## src/rtl/picomips_io_pkg.sv

```systemverilog
// picomips_io_pkg
//   Shared types and default sizes for the picoMIPS board-side operator I/O.
//   hs_state_t enumerates the handshake walked by sw_handshake_if:
//   capture x1, capture y1, start the core, show x2, show y2, repeat.
package picomips_io_pkg;

  localparam int DW_DEF          = 8;
  localparam int SYNC_STAGES_DEF = 2;
  localparam int DB_CNT_DEF      = 3;

  typedef enum logic [2:0] {
    WAIT0_X = 3'd0,
    WAIT1_X = 3'd1,
    WAIT0_Y = 3'd2,
    WAIT1_Y = 3'd3,
    WAIT0_C = 3'd4,
    CALC    = 3'd5,
    SHOW_X2 = 3'd6,
    SHOW_Y2 = 3'd7
  } hs_state_t;

endpackage

```

## src/rtl/bstus_filter.sv

```systemverilog
// bstus_filter
//   Synchroniser plus debounce filter for one asynchronous operator switch.
//   The filtered level only changes after DB_CNT consecutive synchronised
//   samples disagree with it, so pulses shorter than DB_CNT cycles vanish.
//   Input edge to level change: SYNC_STAGES + DB_CNT cycles.
// Ports
//   fastclk : system clock
//   nreset  : synchronous active-low reset
//   din     : asynchronous switch input
//   level   : filtered switch level
//   rise    : one-cycle pulse, high in the first cycle level reads 1
//   fall    : one-cycle pulse, high in the first cycle level reads 0
module bstus_filter #(
  parameter int SYNC_STAGES = 2,
  parameter int DB_CNT      = 3
) (
  input  logic fastclk,
  input  logic nreset,
  input  logic din,
  output logic level,
  output logic rise,
  output logic fall
);

  // Counter only needs to reach DB_CNT-1; the toggle happens on the next hit.
  localparam int CW = (DB_CNT > 1) ? $clog2(DB_CNT) : 1;

  logic [SYNC_STAGES-1:0] r_sync;
  logic [CW-1:0]          r_cnt;
  logic                   r_level;
  logic                   r_rise;
  logic                   r_fall;
  logic                   w_bst_s;
  logic                   w_cnt_done;

  assign w_bst_s    = r_sync[SYNC_STAGES-1];
  assign w_cnt_done = (r_cnt == CW'(DB_CNT - 1));

  always_ff @(posedge fastclk) begin
    if (!nreset) begin
      r_sync <= '0;
    end else begin
      r_sync <= {r_sync[SYNC_STAGES-2:0], din};
    end
  end

  always_ff @(posedge fastclk) begin
    if (!nreset) begin
      r_cnt   <= '0;
      r_level <= 1'b0;
      r_rise  <= 1'b0;
      r_fall  <= 1'b0;
    end else begin
      r_rise <= 1'b0;
      r_fall <= 1'b0;
      if (w_bst_s != r_level) begin
        if (w_cnt_done) begin
          r_level <= w_bst_s;
          r_cnt   <= '0;
          r_rise  <= w_bst_s;
          r_fall  <= ~w_bst_s;
        end else begin
          r_cnt <= r_cnt + CW'(1);
        end
      end else begin
        // Any agreeing sample restarts the stability window.
        r_cnt <= '0;
      end
    end
  end

  assign level = r_level;
  assign rise  = r_rise;
  assign fall  = r_fall;

endmodule

```

## src/rtl/sw_handshake_if.sv

```systemverilog
// sw_handshake_if
//   Board-side receiver for the Bstus/SW/LED operator protocol of picoMIPS.
//   Walks: wait 0, wait 1, capture x1; wait 0, wait 1, capture y1; wait 0,
//   start core; show x2; wait 1, show y2; wait 0, repeat.
// Ports
//   fastclk   : system clock (50 MHz)
//   nreset    : synchronous active-low reset
//   Bstus     : operator handshake switch (SW[8]), asynchronous
//   SW        : operator data switches, asynchronous
//   LED       : result display (registered)
//   x1, y1    : captured operands for the core
//   start     : one-cycle compute request to the core
//   res_valid : one-cycle core result strobe
//   x2, y2    : core results, valid with res_valid
//   busy      : high from start until the result is accepted
module sw_handshake_if
  import picomips_io_pkg::*;
#(
  parameter int DW          = DW_DEF,
  parameter int SYNC_STAGES = SYNC_STAGES_DEF,
  parameter int DB_CNT      = DB_CNT_DEF
) (
  input  logic          fastclk,
  input  logic          nreset,
  input  logic          Bstus,
  input  logic [DW-1:0] SW,
  output logic [DW-1:0] LED,
  output logic [DW-1:0] x1,
  output logic [DW-1:0] y1,
  output logic          start,
  input  logic          res_valid,
  input  logic [DW-1:0] x2,
  input  logic [DW-1:0] y2,
  output logic          busy
);

  hs_state_t     r_state;
  hs_state_t     w_state_nxt;
  logic [DW-1:0] r_sw_sync [SYNC_STAGES];
  logic [DW-1:0] r_x1;
  logic [DW-1:0] r_y1;
  logic [DW-1:0] r_x2;
  logic [DW-1:0] r_y2;
  logic [DW-1:0] r_led;
  logic          r_busy;
  logic          w_bst_f;
  logic          w_rise;
  logic          w_fall;
  logic          w_start;
  logic          w_cap_x;
  logic          w_cap_y;
  logic          w_take_res;
  logic [DW-1:0] w_sw_s;

  bstus_filter #(
    .SYNC_STAGES (SYNC_STAGES),
    .DB_CNT      (DB_CNT)
  ) u_bstus_filter (
    .fastclk (fastclk),
    .nreset  (nreset),
    .din     (Bstus),
    .level   (w_bst_f),
    .rise    (w_rise),
    .fall    (w_fall)
  );

  // SW is only sampled on a filtered Bstus rise, long after it settled, so a
  // plain per-bit synchroniser is enough here.
  always_ff @(posedge fastclk) begin
    if (!nreset) begin
      for (int i = 0; i < SYNC_STAGES; i++) begin
        r_sw_sync[i] <= '0;
      end
    end else begin
      r_sw_sync[0] <= SW;
      for (int i = 1; i < SYNC_STAGES; i++) begin
        r_sw_sync[i] <= r_sw_sync[i-1];
      end
    end
  end

  assign w_sw_s = r_sw_sync[SYNC_STAGES-1];

  always_ff @(posedge fastclk) begin
    if (!nreset) begin
      r_state <= WAIT0_X;
    end else begin
      r_state <= w_state_nxt;
    end
  end

  always_comb begin
    w_state_nxt = r_state;
    w_start     = 1'b0;
    w_cap_x     = 1'b0;
    w_cap_y     = 1'b0;
    w_take_res  = 1'b0;
    case (r_state)
      WAIT0_X: if (!w_bst_f) w_state_nxt = WAIT1_X;
      WAIT1_X: if (w_rise) begin
        w_cap_x     = 1'b1;
        w_state_nxt = WAIT0_Y;
      end
      WAIT0_Y: if (!w_bst_f) w_state_nxt = WAIT1_Y;
      WAIT1_Y: if (w_rise) begin
        w_cap_y     = 1'b1;
        w_state_nxt = WAIT0_C;
      end
      // start is combinational so the core sees it in the same cycle the
      // transition is taken; a result one cycle later lands in CALC.
      WAIT0_C: if (!w_bst_f) begin
        w_start     = 1'b1;
        w_state_nxt = CALC;
      end
      CALC: if (res_valid) begin
        w_take_res  = 1'b1;
        w_state_nxt = SHOW_X2;
      end
      SHOW_X2: if (w_rise) w_state_nxt = SHOW_Y2;
      // SHOW_Y2 is entered with level high, so the fall pulse marks the
      // first cycle of level low.
      SHOW_Y2: if (w_fall) w_state_nxt = WAIT1_X;
      default: w_state_nxt = WAIT0_X;
    endcase
  end

  always_ff @(posedge fastclk) begin
    if (!nreset) begin
      r_x1   <= '0;
      r_y1   <= '0;
      r_x2   <= '0;
      r_y2   <= '0;
      r_led  <= '0;
      r_busy <= 1'b0;
    end else begin
      if (w_cap_x) r_x1 <= w_sw_s;
      if (w_cap_y) r_y1 <= w_sw_s;
      if (w_take_res) begin
        r_x2 <= x2;
        r_y2 <= y2;
      end
      if (w_start) begin
        r_busy <= 1'b1;
      end else if (w_take_res) begin
        r_busy <= 1'b0;
      end
      // Display follows the current state, one cycle behind it.
      case (r_state)
        SHOW_X2: r_led <= r_x2;
        SHOW_Y2: r_led <= r_y2;
        default: r_led <= '0;
      endcase
    end
  end

  assign LED   = r_led;
  assign x1    = r_x1;
  assign y1    = r_y1;
  assign start = w_start;
  assign busy  = r_busy;

endmodule

```

## config.mk

```make
export PLATFORM = sky130hd
export DESIGN_NAME = sw_handshake_if
export DESIGN_NICKNAME = d
export VERILOG_FILES = /design/src/rtl/picomips_io_pkg.sv /design/src/rtl/bstus_filter.sv /design/src/rtl/sw_handshake_if.sv
export SDC_FILE = /design/constraint.sdc
export NUM_CORES = 1
export LEC_CHECK = 0
export ABC_AREA = 1
export CORE_MARGIN = 2
export CORE_UTILIZATION = 50
export DETAILED_ROUTE_END_ITERATION = 10
export GPL_TIMING_DRIVEN = 0
export PLACE_DENSITY_LB_ADDON = 0.12
export SLEW_MARGIN = 10
export SYNTH_ARGS = -nofsm -noshare
export SYNTH_HDL_FRONTEND = slang
export SYNTH_SLANG_ARGS = --single-unit
export TNS_END_PERCENT = 30
```

## constraint.sdc

```tcl
create_clock -name fastclk -period 2.4 [get_ports fastclk]
set_clock_uncertainty 0.15 [all_clocks]
set_input_delay 0.36 -clock fastclk [delete_from_list [all_inputs] [get_ports fastclk]]
set_output_delay 0.36 -clock fastclk [all_outputs]
set_load 0.1 [all_outputs]
```

# ---- Word-level counts from Yosys, hierarchy flattened
# Memories as Yosys holds them, arrays and structs flattened.
# Cells that the tools add are included.
dict set report word_totals {
  reg_bits 51
  wordCells 65
  ram_bits 16
  n_memories 1
  inputBits 28
}
dict set report classes {
  n_bitwise 5
  addsub 1
  n_eq_ne 17
  muxes 23
  reduce_logical 6
}
# memory depth width rd rd_ports_with_merged_regs wr line_no
set memory_table {}
lappend memory_table {r_sw_sync 2 8 2 0 2 sw_handshake_if.sv:39} ;# logic [DW-1:0] r_sw_sync [SYNC_STAGES];
# cell n
set op_table {}
lappend op_table {{$mux 3} 8}
lappend op_table {{$pmux 3 s8} 1}
lappend op_table {{$mux 8} 2}
lappend op_table {{$pmux 8 s2} 1}
lappend op_table {{$eq 3x3->1 const B} 4}
lappend op_table {{$mux 1} 11}
lappend op_table {{$ne 2x1->1 const B} 4}
lappend op_table {{$ne 2x2->1 const B} 4}
lappend op_table {{$reduce_and 8->1} 1}
lappend op_table {{$eq 3x2->1 const B} 2}
lappend op_table {{$eq 3x1->1 const B} 1}
lappend op_table {{$logic_not 3->1} 1}
lappend op_table {{$not 1->1} 3}
lappend op_table {{$reduce_and 3->1} 1}
lappend op_table {{$reduce_or 3->1} 1}
lappend op_table {{$add 2x1->2 const B} 1}
lappend op_table {{$eq 2x2->1 const B} 1}
lappend op_table {{$or 1x1->1} 2}
lappend op_table {{$reduce_and 2->1} 1}
lappend op_table {{$reduce_bool 2->1} 1}
lappend op_table {{$ne 1x1->1} 1}

# ---- Logic depth before layout (Yosys ltp)
dict set report depth {
  depth_word 4
  depth_mapped 8
}

# ---- By module
# From an unflattened synthesis, not the netlist that was laid out.
dict set report hier_totals {
  cells_unflattened 307
  hier_area_um2 2479.9
}
# mod n_inst cells_each area_each_um2
set by_module_without_submodules {}
lappend by_module_without_submodules {sw_handshake_if 1 280 2238.4}
lappend by_module_without_submodules {bstus_filter 1 27 241.5}

# ---- Worst setup path before layout
# Ideal clock, no wire load.
dict set report synth_path {
  path_kind {reg-to-output}
  start {register r_state[0]}
  end {output start}
  path_slack_ns 0.630
  path_buffers 1
  stages_incl_launch_ff 5
  t_arrival_ns 1.260
  required_ns 1.890
  path_cell_list {dfxtp_1 buf_4 nor2_1 nand3_1 inv_1}
}
dict set report synth_between {
  elab_chain_len 2
}
# item line_no
set synth_rtl {}
lappend synth_rtl {{from (decl)} sw_handshake_if.sv:37} ;# hs_state_t r_state;
lappend synth_rtl {{from (signal assigned)} sw_handshake_if.sv:88} ;# r_state <= w_state_nxt;
lappend synth_rtl {{$eq 3x3->1} sw_handshake_if.sv:98} ;# case (r_state)
lappend synth_rtl {{$mux 1} sw_handshake_if.sv:98}
lappend synth_rtl {{to (decl)} sw_handshake_if.sv:30} ;# output logic start,
# Every way passes these cells.

# ---- Worst setup path in the final report
dict set report layout_path {
  start {register r_y1[7], in the netlist y1[7]}
  end {output y1[7]}
}
# item line_no
set layout_rtl {}
lappend layout_rtl {{from (decl)} sw_handshake_if.sv:41} ;# logic [DW-1:0] r_y1;
lappend layout_rtl {{from (signal assigned)} sw_handshake_if.sv:137} ;# if (w_cap_y) r_y1 <= w_sw_s;
lappend layout_rtl {{to (decl)} sw_handshake_if.sv:29} ;# output logic [DW-1:0] y1,
# No word-level cell between the ends.

==> flow_summary.yaml <==
finish:
  nNetsFinal: 386
  drive_above_1_share: 0.0939
  final.fill_count: 399
  fin_util: 0.692
  mostFrequentLayoutCells: "dfxtp_1 (67), nor2_1 (66), clkdlybuf4s50_1 (52), nand2_1 (39), inv_1 (30)"
  diodes: 0
  multi_input_area_um2: 862
  layout_commonest_cell: "dfxtp_1"
  final_area_um2: 3230
  area_growth_pct: 35.2
  seq_area_um2: 1340
drt:
  dr_wl_met2_mm: 2.43
  ant_nets: 0
  drc: 0
  dr.max_layer_used: "met4"
  drt_iter0_drc: 92
  drt-total-wl_mm: 5.01
  met3_length_um: 331
  drt-vias-per-instance: 4.93
  vias: 2052
  wire_per_inst_um: 12.0
  drt-met1-wl_mm: 2.18
  firstDrtPassIters: 5
clock_network:
  cts_buffer_depth: 2
  cts_setup_buffers: 0
  root_buffer: "clkbuf_8"
  clk_latency_ns: 0.34
  postCtsHoldBufs: 0
  cts_tree: "done"
  cts_sinks: 67
  cts_made_buffers: 9
  cts-htree-levels: 3
  path_clk_slew_ns: 0.07
global_route:
  overflow: 0
  grt_pass1_wl_mm: 8.53
  track_usage: 0.211
  first_global_vias: 1874
  antenna_found_initial: 0
  grt_max_degree: 12
sta:
  setup-tns-final_ns: 0
  fmax_ghz: 0.428
  finalMaxSlewViolations: 0
  maxSlewHeadroom: 0.332
  rsz0062_at_grt: "no"
  timing.final.ws_setup_ns: 0.0630
  hold_viol: 0
  finalCritPeriodShare: 0.974
  setup_viol: 0
  tightest_slew_ns: 0.999
  min_period_ns: 2.34
outcome:
  status: "completed"
logic_synthesis:
  synth_cell_type_count: 23
  syn_inst: 293
  syn-num-nets: 322
  syn_avg_cell_area_um2: 8.14
  synth_top_area_cell: "dfxtp_1"
  synthesis.area_um2: 2390
  ys_warn_count: 0
  netlist.area_leader.share: 0.562
  ys_ff_latch: 67
  ys_seq_area_frac: 0.562
  synth_area_leaders: "dfxtp_1 (56%), nor2_1 (10%), nand2_1 (6.1%), o21ai_0 (5.7%), inv_1 (4.7%)"
flow_run:
  drv_cap: 0
floorplan:
  start_util: 0.512
  boundaryPins: 54
  rows: 25
  dieArea_um2: 5340
  fp.dieH_um: 73.1
  fp.coreArea_um2: 4660
  fp.dieW_um: 73.1
setup_path:
  max_stage_delay_ns: 1.14
  worst_setup_path_start_kind: "register"
  cp.required_ns: 1.89
  cp_data_arrival_time_ns: 1.83
  crit_buf_inv: 1
  worstSetupEndpointType: "output pin"
  critPathSlowestCell: "clkdlybuf4s50_1"
  cpLargestDelayFamily: "buffers and inverters"
  critPathKind: "register to output pin"
  path_cells: "clkdlybuf4s50_1"
  cp_max_fo: 2
placement:
  io_buffers: 53
  placed_area_um2: 2980
  place_ws_ns: -0.0319
  hpwl_mm: 3.39
  place.gp.congestion: 0.809
power_and_ir_drop:
  powerDensity_nw_per_um2: 797
  leakagePower_nw: 1.41
  vdd_drop_max_v: 0.000599
  total_power_mw: 2.57
worst_hold_path:
  hold_class: "register to register"
repair_timing:
| item | in CTS | in global routing |
|---|---|---|
| setup endpoints to repair | 1 | 0 |
| resized for setup | 3 | 0 |
| endpoints found under the hold margin | 0 | 0 |
state kept, by name, indices dropped and copies added, names as in the netlist, 3 cells and up:
| name | cells |
|---|---|
| r_sw_sync | 16 |
| LED | 8 |
| r_x2 | 8 |
| r_y2 | 8 |
| x1 | 8 |
| y1 | 8 |
| r_state | 3 |
layer usage:
layer	vias to the layer above	track usage
met2	66	0.344
met4	0	0.111
met5	-	0
li1	1064	-
met1	915	0.259
met3	7	0.0483
logic make-up (layout without fill, tap and decap cells):
kind of cell               count (synthesis)  count (layout)  synth area share
AOI/OAI and AO/OA                         48              48             0.110
DFF                                       67              67             0.562
and+or+nand+nor                          133             133             0.246
buffers and inverters                     44             113            0.0766
adders and majority gates                  1               1           0.00524
final cells by class:
class / count / area share
inverter: 32 / 0.0372
clock buffer: 11 / 0.0438
multi-input combinational: 182 / 0.267
tap: 54 / 0.0209
timing repair buffer: 53 / 0.165
sequential: 67 / 0.416
clock inverter: 5 / 0.0310
buffer: 12 / 0.0194
worst paths after layout:
check	start	endpoint	slack, ns	depth (start not counted)
setup / recovery	y1[7]$_SDFFE_PN0P_	y1[7]	0.06	1
hold / removal	r_sw_sync[0][1]$_SDFF_PN0_	r_sw_sync[0][9]$_SDFF_PN0_	0.26	2
setup reg to reg	r_state[1]$_SDFFE_PN0P_	y1[6]$_SDFFE_PN0P_	0.84	5
hold reg to reg	r_sw_sync[0][1]$_SDFF_PN0_	r_sw_sync[0][9]$_SDFF_PN0_	0.26	2
stage by stage:
stage,instances,hold WS (ns)
floorplan,293,0.240
global placement,400,0.242
detailed placement,400,0.247
CTS,416,0.262
global route,416,0.279
finish,416,0.261
synthesized netlist by cell type, drive strengths merged:
| cell type | number |
|---|---|
| nor2 | 71 |
| o21ai | 27 |
| nand3 | 13 |
| clkbuf | 3 |
| nand2 | 42 |
| dfxtp | 67 |
| nor4 | 1 |
| inv | 32 |
| nand4 | 5 |
| a21oi | 12 |
| ha | 1 |
| buf | 9 |
| o211ai | 1 |
| nor3 | 1 |
| a22oi | 8 |
where the power goes:
group / leakage [nW] / total [mW] / switching [mW] / internal (mW)
Combinational: 0.737 / 0.280 / 0.175 / 0.105
Sequential: 0.545 / 1.18 / 0.0238 / 1.15
Clock: 0.123 / 1.11 / 0.399 / 0.715
No activity file was read; power rests on OpenSTA's default activity.
